File: config.mk
export PLATFORM = sky130hd
export DESIGN_NAME = imem_loader
export DESIGN_NICKNAME = d
export VERILOG_FILES = /design/src/rtl/imem_loader_pkg.sv /design/src/rtl/imem_loader.sv
export SDC_FILE = /design/constraint.sdc
export NUM_CORES = 1
export LEC_CHECK = 0
export ABC_AREA = 1
export BUFFER_PORTS_ARGS = -buffer_cell sky130_fd_sc_hd__buf_2
export CAP_MARGIN = 20
export CORE_MARGIN = 2
export CORE_UTILIZATION = 45
export DETAILED_ROUTE_END_ITERATION = 12
export SLEW_MARGIN = 20
export SYNTH_ARGS = -nofsm -noshare
export SYNTH_HDL_FRONTEND = slang
export SYNTH_SLANG_ARGS = --single-unit
File: constraint.sdc
create_clock -name clk -period 2.9 [get_ports clk]
set_input_delay 0.145 -clock clk [delete_from_list [all_inputs] [get_ports clk]]
set_output_delay 0.145 -clock clk [all_outputs]
set_load 0.01 [all_outputs]
File: src/rtl/imem_loader_pkg.sv
// Shared constants for the instruction-memory loader, the instruction memory
// and the core top level.
package imem_loader_pkg;

  localparam int DEFAULT_N = 8;   // byte-address width
  localparam int DEFAULT_L = 32;  // instruction width in bits

  // Low byte of a NOP word (addi x0,x0,0 = 32'h0000_0013, little endian)
  localparam logic [7:0] NOP_BYTE = 8'h13;

  localparam logic [2:0] ST_IDLE = 3'd0;
  localparam logic [2:0] ST_LEN  = 3'd1;
  localparam logic [2:0] ST_DATA = 3'd2;
  localparam logic [2:0] ST_CSUM = 3'd3;
  localparam logic [2:0] ST_FILL = 3'd4;
  localparam logic [2:0] ST_DONE = 3'd5;
  localparam logic [2:0] ST_ERR  = 3'd6;

  typedef enum logic [2:0] {
    S_IDLE = ST_IDLE,
    S_LEN  = ST_LEN,
    S_DATA = ST_DATA,
    S_CSUM = ST_CSUM,
    S_FILL = ST_FILL,
    S_DONE = ST_DONE,
    S_ERR  = ST_ERR
  } state_t;

endpackage

File: src/rtl/imem_loader.sv
// Loads an instruction image from a byte stream into instruction memory,
// pads the rest of memory with NOP words, and releases the core once the
// XOR checksum over the length byte and data bytes matches.
//
// state | meaning
// IDLE  | no session since reset; core held
// LEN   | waiting for the word-count byte
// DATA  | writing received image bytes
// CSUM  | waiting for the checksum byte
// FILL  | padding remaining memory with NOP words, no handshake
// DONE  | image valid; core released
// ERR   | checksum mismatch; core held
module imem_loader
  import imem_loader_pkg::*;
#(
  parameter int n = DEFAULT_N,
  parameter int l = DEFAULT_L
) (
  input  logic         clk,
  input  logic         reset,
  input  logic         start,
  input  logic [7:0]   rx_data,
  input  logic         rx_valid,
  output logic         rx_ready,
  output logic         mem_wr,
  output logic [n-1:0] mem_ad,
  output logic [7:0]   mem_data,
  output logic         core_hold,
  output logic         done,
  output logic         err
);

  localparam int unsigned NBYTES = 1 << n;
  localparam int unsigned BPW    = l / 8;

  state_t       state, nxt;
  logic [n-1:0] addr;
  logic [7:0]   csum;
  logic [n:0]   rem;        // image bytes still expected in DATA
  logic         accept;
  logic         wr_d;
  logic [7:0]   wdata;
  logic         done_d;
  logic [31:0]  words;
  logic [31:0]  bytes_raw;
  logic [n:0]   len_bytes;

  assign rx_ready = (state == S_LEN) || (state == S_DATA) || (state == S_CSUM);
  assign accept   = rx_valid && rx_ready;

  // Byte count of the image: a zero word count means a full memory, and
  // anything larger than memory is clipped to it.
  always_comb begin
    words     = (rx_data == 8'd0) ? (NBYTES / BPW) : {24'd0, rx_data};
    bytes_raw = words * BPW;
    len_bytes = (bytes_raw > NBYTES) ? NBYTES[n:0] : bytes_raw[n:0];
  end

  // Next state, write request and status for the next cycle.
  always_comb begin
    nxt   = state;
    wr_d  = 1'b0;
    wdata = rx_data;
    case (state)
      S_IDLE, S_DONE, S_ERR: if (start) nxt = S_LEN;
      S_LEN:  if (accept) nxt = S_DATA;
      S_DATA: begin
        if (accept) begin
          wr_d = 1'b1;
          if (rem == (n+1)'(1)) nxt = S_CSUM;
        end
      end
      S_CSUM: begin
        if (accept) begin
          if ((csum ^ rx_data) != 8'd0) nxt = S_ERR;
          else if (addr == '0)          nxt = S_DONE;
          else                          nxt = S_FILL;
        end
      end
      S_FILL: begin
        wr_d  = 1'b1;
        wdata = (addr[1:0] == 2'd0) ? NOP_BYTE : 8'h00;
        if (addr == '1) nxt = S_DONE;
      end
      default: nxt = S_IDLE;
    endcase
    // done rises only once the final write strobe has been issued
    done_d = (nxt == S_DONE) && !wr_d;
  end

  // State register.
  always_ff @(posedge clk or posedge reset) begin
    if (reset) state <= S_IDLE;
    else       state <= nxt;
  end

  // Address, checksum, byte counter and registered outputs.
  always_ff @(posedge clk or posedge reset) begin
    if (reset) begin
      addr      <= '0;
      csum      <= '0;
      rem       <= '0;
      mem_wr    <= 1'b0;
      mem_ad    <= '0;
      mem_data  <= '0;
      done      <= 1'b0;
      err       <= 1'b0;
      core_hold <= 1'b1;
    end else begin
      mem_wr    <= wr_d;
      done      <= done_d;
      err       <= (nxt == S_ERR);
      core_hold <= !done_d;
      if (wr_d) begin
        mem_ad   <= addr;
        mem_data <= wdata;
      end
      case (state)
        S_IDLE, S_DONE, S_ERR: begin
          if (start) begin
            addr <= '0;
            csum <= '0;
          end
        end
        S_LEN: begin
          if (accept) begin
            csum <= rx_data;
            rem  <= len_bytes;
          end
        end
        S_DATA: begin
          if (accept) begin
            addr <= addr + 1'b1;
            csum <= csum ^ rx_data;
            rem  <= rem - 1'b1;
          end
        end
        S_FILL:  addr <= addr + 1'b1;
        default: ;
      endcase
    end
  end

endmodule

; Word level (Yosys, flattened, before mapping)
; Cells that the tools add are included.
[totals]
ff_bits = 48
input_bits = 12
output_inout_bits = 21
elab_cells = 69
[classes]
addsub = 2
magnitude_cmp = 1
n_eq_ne = 13
mux = 24
bitwise_logic = 1
n_reduce_logical = 18
[op_table]
columns = op, count
row1 = two-way mux 8 bit, 6
row2 = one-hot mux 8 bit (3 select lines), 2
row3 = two-way mux 9 bit, 3
row4 = two-way mux 3 bit, 6
row5 = one-hot mux 9 bit (2 select lines), 1
row6 = zero test 8 bit, 2
row7 = == test 3 bit (second input constant), 5
row8 = one-hot mux 3 bit (5 select lines), 1
row9 = > comparator 10 x 9 -> 1 bit (second input constant), 1
row10 = == test 9 x 1 -> 1 bit (second input constant), 1
row11 = subtractor 9 x 1 -> 9 bit (second input constant), 1
row12 = adder 8 x 1 -> 8 bit (second input constant), 1
row13 = == test 8 bit (second input constant), 1
row14 = nonzero test 8 bit, 1
row15 = bitwise XOR 8 bit, 1
row16 = == test 3 x 2 -> 1 bit (second input constant), 2
row17 = != test 2 bit (second input constant), 3
row18 = AND reduction 3 bit, 2
row19 = nonzero test 3 bit, 2
row20 = two-way mux 5 bit, 1
row21 = AND reduction 4 bit, 1
row22 = == test 3 x 1 -> 1 bit (second input constant), 1
row23 = zero test 3 bit, 1
row24 = OR reduction 3 bit, 1
row25 = other kinds (8), 12

; Longest topological paths before layout
; Gate-level depths: netlist of the first run.
[depth]
word_depth = 9
ltp_mapped = 11
depth_no_buf = 11

; Worst setup path before layout of the first run
; OpenSTA, ideal clock, no wires.
[synth_path]
path_kind = flip-flop to flip-flop
startpoint = register state[2]
endpoint = register csum[0]
setup_time_ns = 0.121
arrival_time_ns = 1.384
t_required_ns = 2.779
path_slack_ns = 1.395
path_stages_with_launch = 11
path_buffers = 2
period_less_slack_ns = 1.505
cell_sequence = dfrtp_1 -> buf_6 -> inv_1 -> o21ai_0 -> nand3_1 -> o21ai_1 -> inv_2 -> nand4_4 -> buf_6 -> nand2_1 -> o21ai_2
[synth_between]
elab_chain_len = 6
word_cells_on_any_way = 16
classes_between = eq/ne (8) / mux (1) / reduce/logical (7)
[synth_lines]
columns = element, line
row1 = from (decl), imem_loader.sv:36  ; state_t state, nxt;
row2 = from (signal assigned), imem_loader.sv:94  ; else state <= nxt;
row3 = == test 3 x 1 -> 1 bit / == test 3 x 2 -> 1 bit (equally long branches), "imem_loader.sv:48, imem_loader.sv:118"
row4 = logical OR 1 bit (2 in series), imem_loader.sv:48  ; assign rx_ready = (state == S_LEN) || (state == S_DATA) || (state == S_CSUM);
row5 = logical AND 1 bit, imem_loader.sv:49  ; assign accept = rx_valid && rx_ready;
row6 = != test 2 bit (no line), n/a
row7 = AND reduction 4 bit (no line), n/a
row8 = to (signal assigned), imem_loader.sv:127  ; csum <= rx_data;
row9 = to (signal assigned), imem_loader.sv:134  ; csum <= csum ^ rx_data;
row10 = to (decl), imem_loader.sv:38  ; logic [7:0] csum;
; Several ways; a longest one is shown, not always the timed one.
; A chain may end at the register's enable or synchronous reset.

; Worst setup path in the final report of the first run
[layout_path]
startpoint = register state[0]
endpoint = register mem_data[0]
[layout_between]
elab_chain_len = 6
word_cells_on_any_way = 10
classes_between = eq/ne (4) / mux (3) / reduce/logical (3)
[layout_lines]
columns = element, line
row1 = == test 3 x 1 -> 1 bit / == test 3 x 2 -> 1 bit (equally long branches), "imem_loader.sv:48, imem_loader.sv:64"
row2 = logical OR 1 bit (2 in series), imem_loader.sv:48
row3 = logical AND 1 bit, imem_loader.sv:49
row4 = two-way mux 1 bit, imem_loader.sv:68  ; if (accept) begin
row5 = one-hot mux 1 bit (2 select lines) *, imem_loader.sv:64  ; case (state)
row6 = via wr_d, imem_loader.sv:41  ; logic wr_d;
row7 = to (signal assigned), imem_loader.sv:116  ; mem_data <= wdata;
row8 = to (decl), imem_loader.sv:27  ; output logic [7:0] mem_data,
; Mark *: on every way through the listed nets, which the timed path passes. The rest lies on a longest branch.

==> results.md, run 1 <==
- Flop2flop setup slack: 720 ps
- DR DRC count: 0
- Leakage power: 0.00156 uW
- PD cells: 944 nW/um^2
- Worst-Skew Late Latency: 300 ps
- Max-slew violations: 0
- Cell mode on critical path: nor2_2
- Worst min-delay path class: primary input to asynchronous set/reset pin
- Psw: 1240 uW
- Peak Freq: 0.458 GHz
- Fin cells: 462
- Routed Antenna Nets: 0
- Design Power: 2830 uW
- Synth Net Count: 369
- Initial Util: 46.0%
- Critical path class: flop to flop
- Num CTS Buffers: 5
- Commonest non-fill, non-tap cell in the layout: nand2_1
- Crit path max-delay cell type: nor2_2
- Clk slew on worst S/H paths: 90 ps
- Commonest non-fill, non-tap cells in the layout: nand2_1 (96), inv_1 (48), dfrtp_1 (47)
- DR vias/cell: 4.99
- Cell Chain, Critical Path: inv_1, nand2_1, nor2_4, inv_4, nor2_2, nor2_2, inv_2, nor2_1, a21oi_1
- Antenna cell count: 0
- GRT Util Overall: 20.2%
- Tcrit/Tclk final: 75.2%
- Fin util: 51.6%
- Placed cells: 454
- WL final: 6030 um
- Worst-margin pin slew: 867 ps
- Max-Cap Viols: 0
- RR Startpoint: state[0]
- Clock Power Share: 18.7%
- Sw Ratio: 43.9%
- FP Rows: 28
- Dominant cells by area after synthesis: dfrtp_1 (44%), nand2_1 (13%), inv_1 (6.9%)
- Critical Path AT: 2360 ps
- WHS: -16.6 ps
- Setup Total Neg Slack: 0 ps
- Sequential element share of the synthesized area: 45.0%
- IO buf count: 32
- # setup viols final: 0
- Buf/Inv on CP: 3
- Worst R2R End: mem_data[0]
- Yosys cell types: 30
- Post-synth top area share: 44.0%
- Area grow syn2layout: 12.3%
- Hpwl dp: 4410 um
- Post-DR wirelength/cell: 13.0 um
- Share of power burned in registers: 35.2%
- TritonRoute pass-1 iters: 4
- Reg2reg path depth: 9
- First-pass GRT wire length: 10200 um
- Ys flop type: dfrtp_1
- Slowest stage delay, CP: 660 ps
- Overflow after GRT: 0
- Clock skew: 11.4 ps
- Status: finished with violations
- Comb pwr share: 46.1%
- Final worst path period need: 2180 ps
- Top Ports: 33
- Slew headroom: 42.2%
- Core area: 5820 sq um
- Die Wd: 81.1 um
- PostCTS Resize Cnt: 0
- Number of flops mapped to enable cells by yosys: 0
- Cts hold-fix bufs: 0
- Number of global-route vias before repair: 2152
- Avg Synthesized Cell Area: 7.57 sq um
- Nets: 402
- CTS root buffer: clkbuf_8
- Violated checks: hold timing
- Top delay family on crit path: simple AND/OR/NAND/NOR gates
- Number of synthesized register bits: 48
- Startpoint Class: flop
- Setup Buffers After CTS: 0
- Die area: 6570 sq um
- Largest net degree at the start of global routing: 49
- Mapped Area: 2670 sq um
- Async S/R FF share, synth: 100%
- Layout cell share with drive strength beyond 1: 16.3%
- Ys Warns: 0
- Pint: 1590 uW
- 1st-iter DRT viols: 246
- Critical path endpoint category: flop
- Via count: 2307
- RSZ-0062 raised after global routing: false
- H-tree depth: 2
- Post-synthesis cell count: 353
- Clk sinks: 48
- Final Wtd Congestion: 0.859
- CTS tree: built
- Max rail drop VDD: 0.000356 V
- Worst path required time: 3080 ps
- Clock buffer depth: 2
- Final hold viol count: 41
- Post-synth top area cell: dfrtp_1
- Initial antenna violation count: 0
- Die Y: 81.1 um
- Crit-path max FO: 22
[per-stage QoR]
stage	instance area (sq um)	setup slack [ps]
final	3000	719
after floorplan	2670	1400
after detailed placement	2870	778
after CTS	3000	750
after global routing	3000	491
after global placement	2870	833
[worst max-delay path by stage]
stage / from / endpoint / slack (ps) / cells past startpoint
after global placement: state[0] / addr[7] / 830 / 9
final: state[0] / mem_data[0] / 720 / 9
after detailed placement: state[0] / addr[7] / 780 / 9
after CTS: state[0] / mem_data[0] / 750 / 9
after floorplan: state[2] / csum[0] / 1400 / 10
after global routing: state[0] / mem_data[1] / 490 / 9
[worst reg2reg max path, stage by stage, from the launching register on]
cell,delay [ps]
dfrtp_1,390
inv_1,90
nand2_1,150
nor2_4,90
inv_4,200
nor2_2,80
nor2_2,660
inv_2,190
nor2_1,160
a21oi_1,60
[registers in the layout, summed over array words and instances, names as in the netlist]
name,flops
mem_wr,1
err,1
mem_data,8
csum,8
mem_ad,8
core_hold,1
rem,9
addr,8
state,3
done,1
[power by group through the flow]
stage / Combinational, uW / Sequential, uW / Clock, uW
after global routing: 1500 / 1020 / 574
after floorplan: 1000 / 1020 / 0
after CTS: 1320 / 996 / 543
after global placement: 1300 / 1010 / 0
after detailed placement: 1310 / 1010 / 0
final: 1310 / 997 / 530
[routing by layer]
layer	share of wire (%)	routed length, um	vias to the layer above	GRT usage [%]
li1	-	-	1189	-
met1	48	2920	1068	27.6
met2	48	2890	48	33.6
met3	3.3	198	2	3.67
met4	0.45	27	0	4.58
met5	0	0	-	0
[cell usage after synthesis, types with 2 or more instances]
cell type and number:
a21oi_1 17, nand4_1 4, o21ai_1 3, o21ai_0 30, dfrtp_1 47, nor2_2 3, nand3b_1 3, o22ai_1 2
nand3_1 26, a31oi_1 2, or2_2 2, nor2_1 32, o21ai_2 8, xor2_1 5, buf_6 3, ha_1 4
inv_1 49, buf_4 2, nor3_1 2, inv_2 3, nor2_4 2, nand2_1 96
[cell type report]
class	count	area, sq um
clock buffer	7	96.3
clock inverter	1	30.0
fill	570	2810
inverter	53	203
multi-input combinational	246	1220
sequential	48	1200
tap	75	93.8
timing repair buffer	32	160
[logic make-up after synthesis]
logic type                 after synthesis  synth area share [%]
DFF                                     48                  45.0
xor gates and xnor gates                 5                  1.64
adders and majority gates                4                  1.87
AOI/OAI and AO/OA                       65                  13.8
buffers and inverters                   59                  9.55
and+or+nand+nor                        172                  28.2
Note: power is estimated with default switching activity, not from simulation.
==> run 2, diff against run 1 <==
- PLACE_DENSITY: unset -> 0.67
- clock period: 2.9 -> 1.95 ns (I/O delays scaled with it)
==> results.md, run 2 (synthesized netlist as in run 1, its figures left out) <==
- IO buf count: 32
- Antenna cell count: 0
- Crit path max-delay cell type: dfrtp_1
- DR vias/cell: 4.87
- Critical Path AT: 2010 ps
- Final hold viol count: 0
- 1st-iter DRT viols: 110
- Die area: 6570 sq um
- Initial antenna violation count: 0
- Worst path required time: 2180 ps
- Leakage power: 0.00160 uW
- Status: finished clean
- DR DRC count: 0
- Worst-Skew Late Latency: 310 ps
- Crit-path max FO: 16
- CTS root buffer: clkbuf_8
- Worst-margin pin slew: 606 ps
- Max-slew violations: 0
- Worst Hold Depth: 3
- Top delay family on crit path: simple AND/OR/NAND/NOR gates
- Fillers: 597
- Tcrit/Tclk final: 90.8%
- Die Y: 81.1 um
- GRT Util Overall: 19.1%
- Pint: 2400 uW
- TritonRoute pass-1 iters: 4
- Hpwl dp: 4280 um
- Clk slew on worst S/H paths: 90 ps
- Core area: 5820 sq um
- FP Rows: 28
- # setup viols final: 0
- Area grow syn2layout: 15.1%
- Peak Freq: 0.565 GHz
- Via count: 2303
- Worst path depth: 10
- Share of power burned in registers: 34.7%
- Max-Cap Viols: 0
- Largest net degree at the start of global routing: 49
- Nets: 413
- Number of global-route vias before repair: 2144
- CTS tree: built
- Layout cell share with drive strength beyond 1: 18.6%
- Reg2reg path depth: 10
- Initial Util: 46.0%
- Setup Total Neg Slack: 0 ps
- H-tree depth: 2
- Commonest non-fill, non-tap cells in the layout: nand2_1 (95), inv_1 (48), dfrtp_1 (47)
- Fin area: 3080 sq um
- Overflow after GRT: 0
- Slew headroom: 59.6%
- Clock Power Share: 17.2%
- Die Wd: 81.1 um
- Psw: 1860 uW
- Critical path endpoint category: flop
- Critical path class: flop to flop
- PD cells: 1390 nW/um^2
- Slowest stage delay, CP: 410 ps
- Cell Chain, Critical Path: inv_1, nand2_1, nor2_4, inv_4, buf_4, o21ai_1, inv_2, nand4_4, nand2_1, o21ai_2
- Dpl cell area: 2930 sq um
- Final Wtd Congestion: 0.838
- Num CTS Buffers: 5
- Startpoint Class: flop
- Largest Register: rem
- Sw Ratio: 43.7%
- Final worst path period need: 1770 ps
- Buf/Inv on CP: 4
- Worst min-delay path class: primary input to flop
- Routed Antenna Nets: 0
- Commonest non-fill, non-tap cell in the layout: nand2_1
- Max reg flops: 9
- Clock skew: 8.38 ps
- Clock buffer depth: 2
- WL final: 5780 um
- First-pass GRT wire length: 9740 um
- RSZ-0062 raised after global routing: false
- Clk sinks: 48
- Max rail drop VDD: 0.000674 V
- Post-DR wirelength/cell: 12.2 um
- Comb pwr share: 48.1%
- Cell mode on critical path: nand2_1
- Top Ports: 33
-- run 2: worst paths after layout --
| check | from | endpoint | slack [ps] |
|---|---|---|---|
| setup / recovery | state[0] | csum[4] | 180 |
| hold / removal | rx_data[0] | mem_data[0] | 80 |
| setup reg to reg | state[0] | csum[4] | 180 |
| hold reg to reg | mem_ad[1] | mem_ad[1] | 490 |
| max in group asynchronous | reset | rem[0] | 1050 |
| min in group asynchronous | reset | mem_ad[7] | 470 |
-- run 2: power by group through the flow --
stage	Combinational [uW]	Clock, uW	Sequential (uW)
after floorplan	1490	0	1510
after global placement	1980	0	1500
after detailed placement	2000	0	1500
after CTS	2010	756	1480
after global routing	2330	790	1520
final	2050	734	1480
-- run 2: routing by layer --
metal | GRT usage (%) | up-vias | part of all wire (%)
met5 | 0 | - | 0
met4 | 6.61 | 0 | 1.7
met3 | 3.00 | 10 | 3.3
met2 | 30.4 | 42 | 47
met1 | 26.6 | 1045 | 48
li1 | - | 1206 | -
-- run 2: layout make-up --
cell class / instances / area, sq um / area share [%]
multi-input cells: 246 / 1220 / 39.8
well taps: 75 / 93.8 / 3.05
repair buffers: 43 / 245 / 7.97
flip-flops and latches: 48 / 1200 / 39.1
inverters: 53 / 201 / 6.54
clock inverters: 3 / 42.5 / 1.38
clock buffers: 5 / 68.8 / 2.24
-- run 2: metrics by stage --
| step | setup WS, ps | hold WS (ps) | util [%] | power, uW | std cells |
|---|---|---|---|---|---|
| 3_3_place_gp | 65.8 | 295 | 50.3 | 3480 | 461 |
| 6_report | 179 | 78.1 | 52.9 | 4260 | 473 |
| 3_5_place_dp | 2.83 | 295 | 50.3 | 3500 | 461 |
| 5_1_grt | 66.3 | 84.1 | 52.9 | 4640 | 473 |
| 4_1_cts | 2.40 | 67.2 | 52.4 | 4250 | 470 |
| 2_1_floorplan | 445 | 239 | - | 3000 | 353 |
-- run 2: what timing repair did --
| item | 4_1_cts | 5_1_grt |
|---|---|---|
| hold endpoints to repair | 47 | 0 |
| hold buffers | 1 | 0 |
| setup endpoints to repair | 0 | 23 |
| buffers inserted | 0 | 3 |
| resized for setup | 0 | 2 |
-- run 2: worst min-delay path: stages --
cell	delay [ps]
buf_2	130
nand2_1	70
a21oi_1	50
==> run 3, diff against run 2 <==
- MAX_ROUTING_LAYER: unset -> met4
==> results.md, run 3 (synthesized netlist as in run 1, its figures left out) <==
- Fin util: 52.4%
- Slew headroom: 69.0%
- Die Y: 81.1 um
- Via count: 2358
- Max rail drop VDD: 0.000511 V
- Pre-CTS setup slack: -20.4 ps
- Final hold viol count: 0
- Num CTS Buffers: 5
- Worst path required time: 2180 ps
- Max reg flops: 9
- Pint: 2260 uW
- Core area: 5820 sq um
- Max-slew violations: 0
- Layout cell share with drive strength beyond 1: 18.4%
- Comb pwr share: 49.6%
- WHS: 85.8 ps
- FP Rows: 28
- Psw: 1850 uW
- Die Wd: 81.1 um
- Fin area: 3050 sq um
- Final Wtd Congestion: 0.924
- Critical path class: flop to flop
- Nets: 413
- H-tree depth: 2
- TritonRoute pass-1 iters: 4
- DR DRC count: 0
- 1st-iter DRT viols: 179
- Startpoint Class: flop
- GRT Util Overall: 20.5%
- Sw Ratio: 45.0%
- Final WS setup: 210 ps
- Worst min-delay path class: primary input to flop
- Share of power burned in registers: 36.2%
- Largest net degree at the start of global routing: 23
- RSZ-0062 raised after global routing: false
- Clock Power Share: 14.3%
- Critical path endpoint category: flop
- Overflow after GRT: 0
- Die area: 6570 sq um
- PD cells: 1350 nW/um^2
- Number of global-route vias before repair: 2169
- Fillers: 581
- Antenna cell count: 0
- Commonest non-fill, non-tap cell in the layout: nand2_1
- DR vias/cell: 5.00
- Final worst path period need: 1740 ps
- Top Ports: 33
- Largest Register: rem
- Clock buffer depth: 2
- Initial Util: 46.0%
- Routed Antenna Nets: 0
- Clock skew: 13.8 ps
- Clk slew on worst S/H paths: 90 ps
- Clk sinks: 48
- WL final: 5860 um
- Area grow syn2layout: 14.0%
- Commonest non-fill, non-tap cells in the layout: nand2_1 (95), inv_1 (48), dfrtp_1 (47)
- Crit-path max FO: 16
- # setup viols final: 0
- Status: finished clean
- Dpl cell area: 2930 sq um
- Peak Freq: 0.575 GHz
- Hpwl dp: 4470 um
- Worst-margin pin slew: 464 ps
- CTS root buffer: clkbuf_8
- Critical Path AT: 1970 ps
- Leakage power: 0.00159 uW
- CTS tree: built
- First-pass GRT wire length: 10100 um
- IO buf count: 32
- Tcrit/Tclk final: 89.2%
- Post-DR wirelength/cell: 12.4 um
- Initial antenna violation count: 0
- Worst-Skew Late Latency: 310 ps
- Max-Cap Viols: 0
[run 3: repair_timing]
action / CTS / global route
setup endpoints to repair: 4 / 11
buffers inserted: 0 / 2
resized for setup: 1 / 1
pin swaps: 0 / 1
endpoints found under the hold margin: 13 / 0
hold buffers: 1 / 0
[run 3: path summary, 6_finish.rpt]
kind | slack, ps | start | end | depth (start not counted)
setup / recovery | 210 | state[0] | csum[1] | 10
hold / removal | 90 | rx_data[4] | mem_data[4] | 3
setup reg to reg | 210 | state[0] | csum[1] | 10
hold reg to reg | 490 | mem_data[6] | mem_data[6] | 2
max in group asynchronous | 1090 | reset | mem_ad[7] | 4
min in group asynchronous | 290 | reset | rem[2] | 3
[run 3: per-layer routing]
layer	global-route usage (%)	wire length [um]	vias to the layer above
met1	25.8	2660	1087
met5	-	0	-
met4	6.27	56	0
met3	3.56	253	4
li1	-	-	1211
met2	33.7	2890	56
[run 3: power groups by stage]
| stage | registers [uW] | clock network (uW) | logic (uW) |
|---|---|---|---|
| 2_1_floorplan | 1510 | 0 | 1490 |
| 3_3_place_gp | 1500 | 0 | 1990 |
| 3_5_place_dp | 1500 | 0 | 2010 |
| 4_1_cts | 1480 | 604 | 2020 |
| 5_1_grt | 1530 | 633 | 2340 |
| 6_report | 1480 | 585 | 2030 |
[run 3: layout make-up]
cell class,count,area [sq um],area share (%)
clock buffer,5,68.8,2.26
clock inverter,2,12.5,0.411
inverter,53,201,6.61
multi-input combinational,246,1220,40.1
sequential,48,1200,39.4
tap,75,93.8,3.08
timing repair buffer,43,245,8.05
[run 3: per-stage QoR]
step           total power (uW)  setup TNS [ps]  std cells
2_1_floorplan              3000               0        353
6_report                   4100               0        472
5_1_grt                    4500               0        472
4_1_cts                    4110               0        470
3_5_place_dp               3510           -52.9        462
3_3_place_gp               3480               0        462
[run 3: critical path, cell delays in order, from the launching register on]
cell and delay [ps]:
dfrtp_1 430, inv_1 120, nand2_1 120, nor2_4 210, inv_4 50, buf_4 140, o21ai_1 130, inv_2 80
nand4_4 210, nand2_1 110, o21ai_2 60
